===== config.mk =====
export PLATFORM = sky130hd
export DESIGN_NAME = led_blink_coder
export DESIGN_NICKNAME = d
export VERILOG_FILES = /design/src/rtl/led_blink_coder.sv
export SDC_FILE = /design/constraint.sdc
export NUM_CORES = 1
export LEC_CHECK = 0
export CELL_PAD_IN_SITES_DETAIL_PLACEMENT = 1
export CELL_PAD_IN_SITES_GLOBAL_PLACEMENT = 1
export CORE_UTILIZATION = 39
export DETAILED_ROUTE_END_ITERATION = 8
export PLACE_DENSITY_LB_ADDON = 0.15
export SYNTH_ARGS = -nofsm -noshare
export SYNTH_HDL_FRONTEND = slang
export SYNTH_SLANG_ARGS = --single-unit
export TNS_END_PERCENT = 20

===== constraint.sdc =====
create_clock -name clk -period 3.8 [get_ports clk]
set_input_delay 1.14 -clock clk [delete_from_list [all_inputs] [get_ports clk]]
set_output_delay 1.14 -clock clk [all_outputs]
set_load 0.01 [all_outputs]

===== src/rtl/led_blink_coder.sv =====
// ----------------------------------------------------------------------------
// led_blink_coder
//
// Shows a requested count N on a status LED as N blinks followed by a dark
// gap, then returns to idle. All phase lengths are measured in pulses of the
// divided timebase strobe `tick`, never in raw clocks.
//
// Ports:
//   clk        in   system clock, all state updates on posedge
//   reset      in   asynchronous active-high reset
//   tick       in   one-cycle timebase strobe (may be high on any cycle)
//   code       in   requested blink count (CODE_W bits, 0 is a no-op)
//   code_valid in   request strobe qualifying `code`
//   code_ready out  high only while idle (request accepted when valid&&ready)
//   led        out  registered LED drive, 1 = lit
//   busy       out  high whenever a sequence is in progress
//   done       out  one-cycle pulse on the first idle cycle after a sequence
// ----------------------------------------------------------------------------
module led_blink_coder #(
    parameter int CODE_W    = 4,
    parameter int ON_TICKS  = 2,
    parameter int OFF_TICKS = 2,
    parameter int GAP_TICKS = 4
) (
    input  logic              clk,
    input  logic              reset,
    input  logic              tick,
    input  logic [CODE_W-1:0] code,
    input  logic              code_valid,
    output logic              code_ready,
    output logic              led,
    output logic              busy,
    output logic              done
);

    // The tick counter only has to reach the largest phase length minus one.
    localparam int MAX_ON_OFF = (ON_TICKS > OFF_TICKS) ? ON_TICKS : OFF_TICKS;
    localparam int MAX_TICKS  = (MAX_ON_OFF > GAP_TICKS) ? MAX_ON_OFF : GAP_TICKS;
    localparam int TICK_W     = (MAX_TICKS > 1) ? $clog2(MAX_TICKS) : 1;

    localparam logic [TICK_W-1:0] ON_LAST  = TICK_W'(ON_TICKS - 1);
    localparam logic [TICK_W-1:0] OFF_LAST = TICK_W'(OFF_TICKS - 1);
    localparam logic [TICK_W-1:0] GAP_LAST = TICK_W'(GAP_TICKS - 1);

    typedef enum logic [1:0] {
        ST_IDLE = 2'd0,
        ST_ON   = 2'd1,
        ST_OFF  = 2'd2,
        ST_GAP  = 2'd3
    } state_t;

    state_t              state_q;
    logic [TICK_W-1:0]   tick_cnt_q;
    logic [CODE_W-1:0]   blink_cnt_q;
    logic [CODE_W-1:0]   code_q;
    logic                led_q;
    logic                done_q;

    always_ff @(posedge clk or posedge reset) begin
        if (reset) begin
            state_q     <= ST_IDLE;
            tick_cnt_q  <= '0;
            blink_cnt_q <= '0;
            code_q      <= '0;
            led_q       <= 1'b0;
            done_q      <= 1'b0;
        end else begin
            // done is a single-cycle pulse unless GAP completes below.
            done_q <= 1'b0;
            case (state_q)
                ST_IDLE: begin
                    // A zero request is consumed silently: no state change.
                    if (code_valid && (code != '0)) begin
                        code_q      <= code;
                        tick_cnt_q  <= '0;
                        blink_cnt_q <= '0;
                        state_q     <= ST_ON;
                        led_q       <= 1'b1;
                    end
                end
                ST_ON: begin
                    if (tick) begin
                        if (tick_cnt_q == ON_LAST) begin
                            tick_cnt_q <= '0;
                            state_q    <= ST_OFF;
                            led_q      <= 1'b0;
                        end else begin
                            tick_cnt_q <= tick_cnt_q + TICK_W'(1);
                        end
                    end
                end
                ST_OFF: begin
                    if (tick) begin
                        if (tick_cnt_q == OFF_LAST) begin
                            tick_cnt_q <= '0;
                            // code_q is never zero here, so the subtract cannot wrap.
                            if (blink_cnt_q == (code_q - CODE_W'(1))) begin
                                state_q <= ST_GAP;
                            end else begin
                                blink_cnt_q <= blink_cnt_q + CODE_W'(1);
                                state_q     <= ST_ON;
                                led_q       <= 1'b1;
                            end
                        end else begin
                            tick_cnt_q <= tick_cnt_q + TICK_W'(1);
                        end
                    end
                end
                ST_GAP: begin
                    if (tick) begin
                        if (tick_cnt_q == GAP_LAST) begin
                            tick_cnt_q <= '0;
                            state_q    <= ST_IDLE;
                            done_q     <= 1'b1;
                        end else begin
                            tick_cnt_q <= tick_cnt_q + TICK_W'(1);
                        end
                    end
                end
                default: begin
                    state_q <= ST_IDLE;
                    led_q   <= 1'b0;
                end
            endcase
        end
    end

    // Handshake and status are decoded from state alone, never from inputs.
    assign code_ready = (state_q == ST_IDLE);
    assign busy       = (state_q != ST_IDLE);
    assign led        = led_q;
    assign done       = done_q;

endmodule


==> run metrics <==
status finished clean; max_slew headroom about three fifths; CP delay by family, top buffers and inverters; drt first pass iters 3; Initial Util 43.4%; Yosys reg bits 14; CP Launch Type flip-flop; Row Count 16; Buffers & Inverters on Critical Path 3; Post-synth ARST share 100%; final WL between 1.5 and 2 mm; drt wl/cell roughly 14 um; DRC Markers 0; Post-Synthesis Cells 93; number of global-route vias before repair ~730; RSZ-0062 raised after global routing false; # Post-CTS Setup Buffers 0; crit path cell chain inv_1 > ha_1 > inv_1 > clkdlybuf4s50_1; worst vdd ir roughly 310 uV; utilization after layout 51.1%; Slew @ Worst Pin 0.577 ns; clock root cell clkbuf_4; die area 2490 um2; Core Region roughly 2100 um2; Worst Setup End Kind output port; Avg Cell Area, Syn 9.62 um2; r2r endpoint blink_cnt_q[3]; max cap viols 0; Net Count, Synth 110; CTS tree done; WP depth 4; Netlist cell types 28; required time of the critical path 2.66 ns; Post-Layout Cell Count 132; Clock Pin Slew Worst Setup and Hold Paths 0.09 ns; # H-tree levels 1; hold endpoint code_q[3]; initial antenna violation count 0; gpl congestion 0.725; CTS Buf Count 3; signal arrival time at the worst endpoint 1.76 ns; hpwl dp 1.52 mm; min-delay worst type flip-flop to flip-flop; R2R Setup Slk 1.75 ns; Crit path top cell by count inv_1; Reg-to-Reg Start state_q[0]; Num Clock Sinks 14; critical path class flip-flop to output port; number of fill cells in the layout 231; area of the multi-input gates 495 um2; Final ANT Viol Nets 0; final-stage net count 124; commonest non-fill, non-tap cell in the layout dfrtp_1; largest net degree at the start of global routing 15; CTS resizes 0; f_max 345 MHz; critical path peak fanout 5; Die W 49.9 um; global route overflow 0; Seq/Total Area, Yosys about two fifths; critical path's slowest cell clkdlybuf4s50_1; Netlist Area Pre-Place just under 900 um2; hold_buf cts 0; Seq. cell area 350 um2; max incr delay on CP 0.56 ns; All-Layer GR Usage a little under a fifth; DR vias/cell between 5 and 6; Placement Cell Area ~1000 um2; maximum clock path buffer count 2; 1st-iter DRT viols 4; layout cells sized above 1 between 10% and 20%; static leakage 0.000478 uW; most frequent cells in the layout dfrtp_1 (14), inv_1 (11), clkdlybuf4s50_1 (11); Synth warnings 0; num ports 12; placed insts 129; Vias 720; PD cells 779 nW/um2; hold path cells 1; HP Start code_q[3]; period utilisation layout between 70% and 80%; # setup viols final 0; EDFF count, synth 0; number of port buffers 11; antenna cells 0; Final Slew Violations 0; die height around 50 um; worst skew pair latency 0.28 ns; first-pass GRT wire length between 3 and 4 mm; fin area between 1000 and 1500 um2; Tmin final 2.90 ns; Layout Area Growth over Synthesis 17.8%; Fin. Hold Viols 0; TNS Setup 0 ns; skew final 0.00345 ns; Post-synth top flop dfrtp_1; FF-to-FF path depth 7
==> metal layers <==
layer / global-route usage, % / wire length (um) / up-vias
met5: 0 / 0 / -
met4: 7.14 / 24 / 0
met3: 2.78 / 48 / 4
met2: 32.2 / 970 / 12
met1: 21.5 / 870 / 353
li1: - / - / 351
==> flip-flops by register name, summed over array words and instances (netlist names) <==
register / count
blink_cnt_q: 4
led: 1
code_q: 4
done: 1
tick_cnt_q: 2
state_q: 2
==> per-stage QoR <==
| step | power [uW] | setup WS [ns] | hold slack (ns) |
|---|---|---|---|
| final | 821 | 0.900 | 0.539 |
| after global routing | 900 | 0.828 | 0.577 |
| after CTS | 832 | 0.901 | 0.544 |
| after detailed placement | 738 | 0.953 | 0.523 |
| after global placement | 710 | 0.998 | 0.525 |
| after floorplan | 604 | 1.51 | 0.487 |
==> cell usage after synthesis (4+ instances only) <==
cell type  instances  area [um2]
inv_1             11        41.3
nor2_1             5        18.8
nand2_1            8        30.0
mux2_2             5        56.3
ha_1               9         113
dfrtp_1           14         350
nand3_1            6        30.0
o21ai_0            5        25.0
xnor2_1            4        35.0
==> how the worst max path moves through the flow <==
stage | startpoint | end
after floorplan | code[2] | code_q[0]
after global placement | tick | blink_cnt_q[3]
after detailed placement | code[2] | blink_cnt_q[0]
after CTS | state_q[0] | busy
after global routing | state_q[0] | busy
final | state_q[0] | busy
==> final cells by class <==
| cell class | count | share of cell area [%] |
|---|---|---|
| Tap cell | 27 | 3.21 |
| Inverter | 11 | 3.92 |
| Multi-Input combinational cell | 66 | 47.0 |
| Clock buffer | 3 | 2.14 |
| Sequential cell | 14 | 33.3 |
| Timing Repair Buffer | 11 | 10.5 |
==> power breakdown <==
part           leakage, uW  internal, uW  switching (uW)
clock            0.0000138          36.8            49.5
combinational     0.000285           215             256
sequential        0.000179           207            57.1
==> cell families (layout without fill, tap and decap cells) <==
group                      count (synthesis)  in the layout  synth area share, %
AOI/OAI and AO/OA                         18             18                 15.5
xor gates and xnor gates                   6              6                 5.87
adders and majority gates                  9              9                 12.6
buffers and inverters                     13             25                 5.45
DFF                                       14             14                 39.2
muxes                                      5              5                 6.29
and+or+nand+nor                           28             28                 15.1
(Power assumes the default switching activity.)
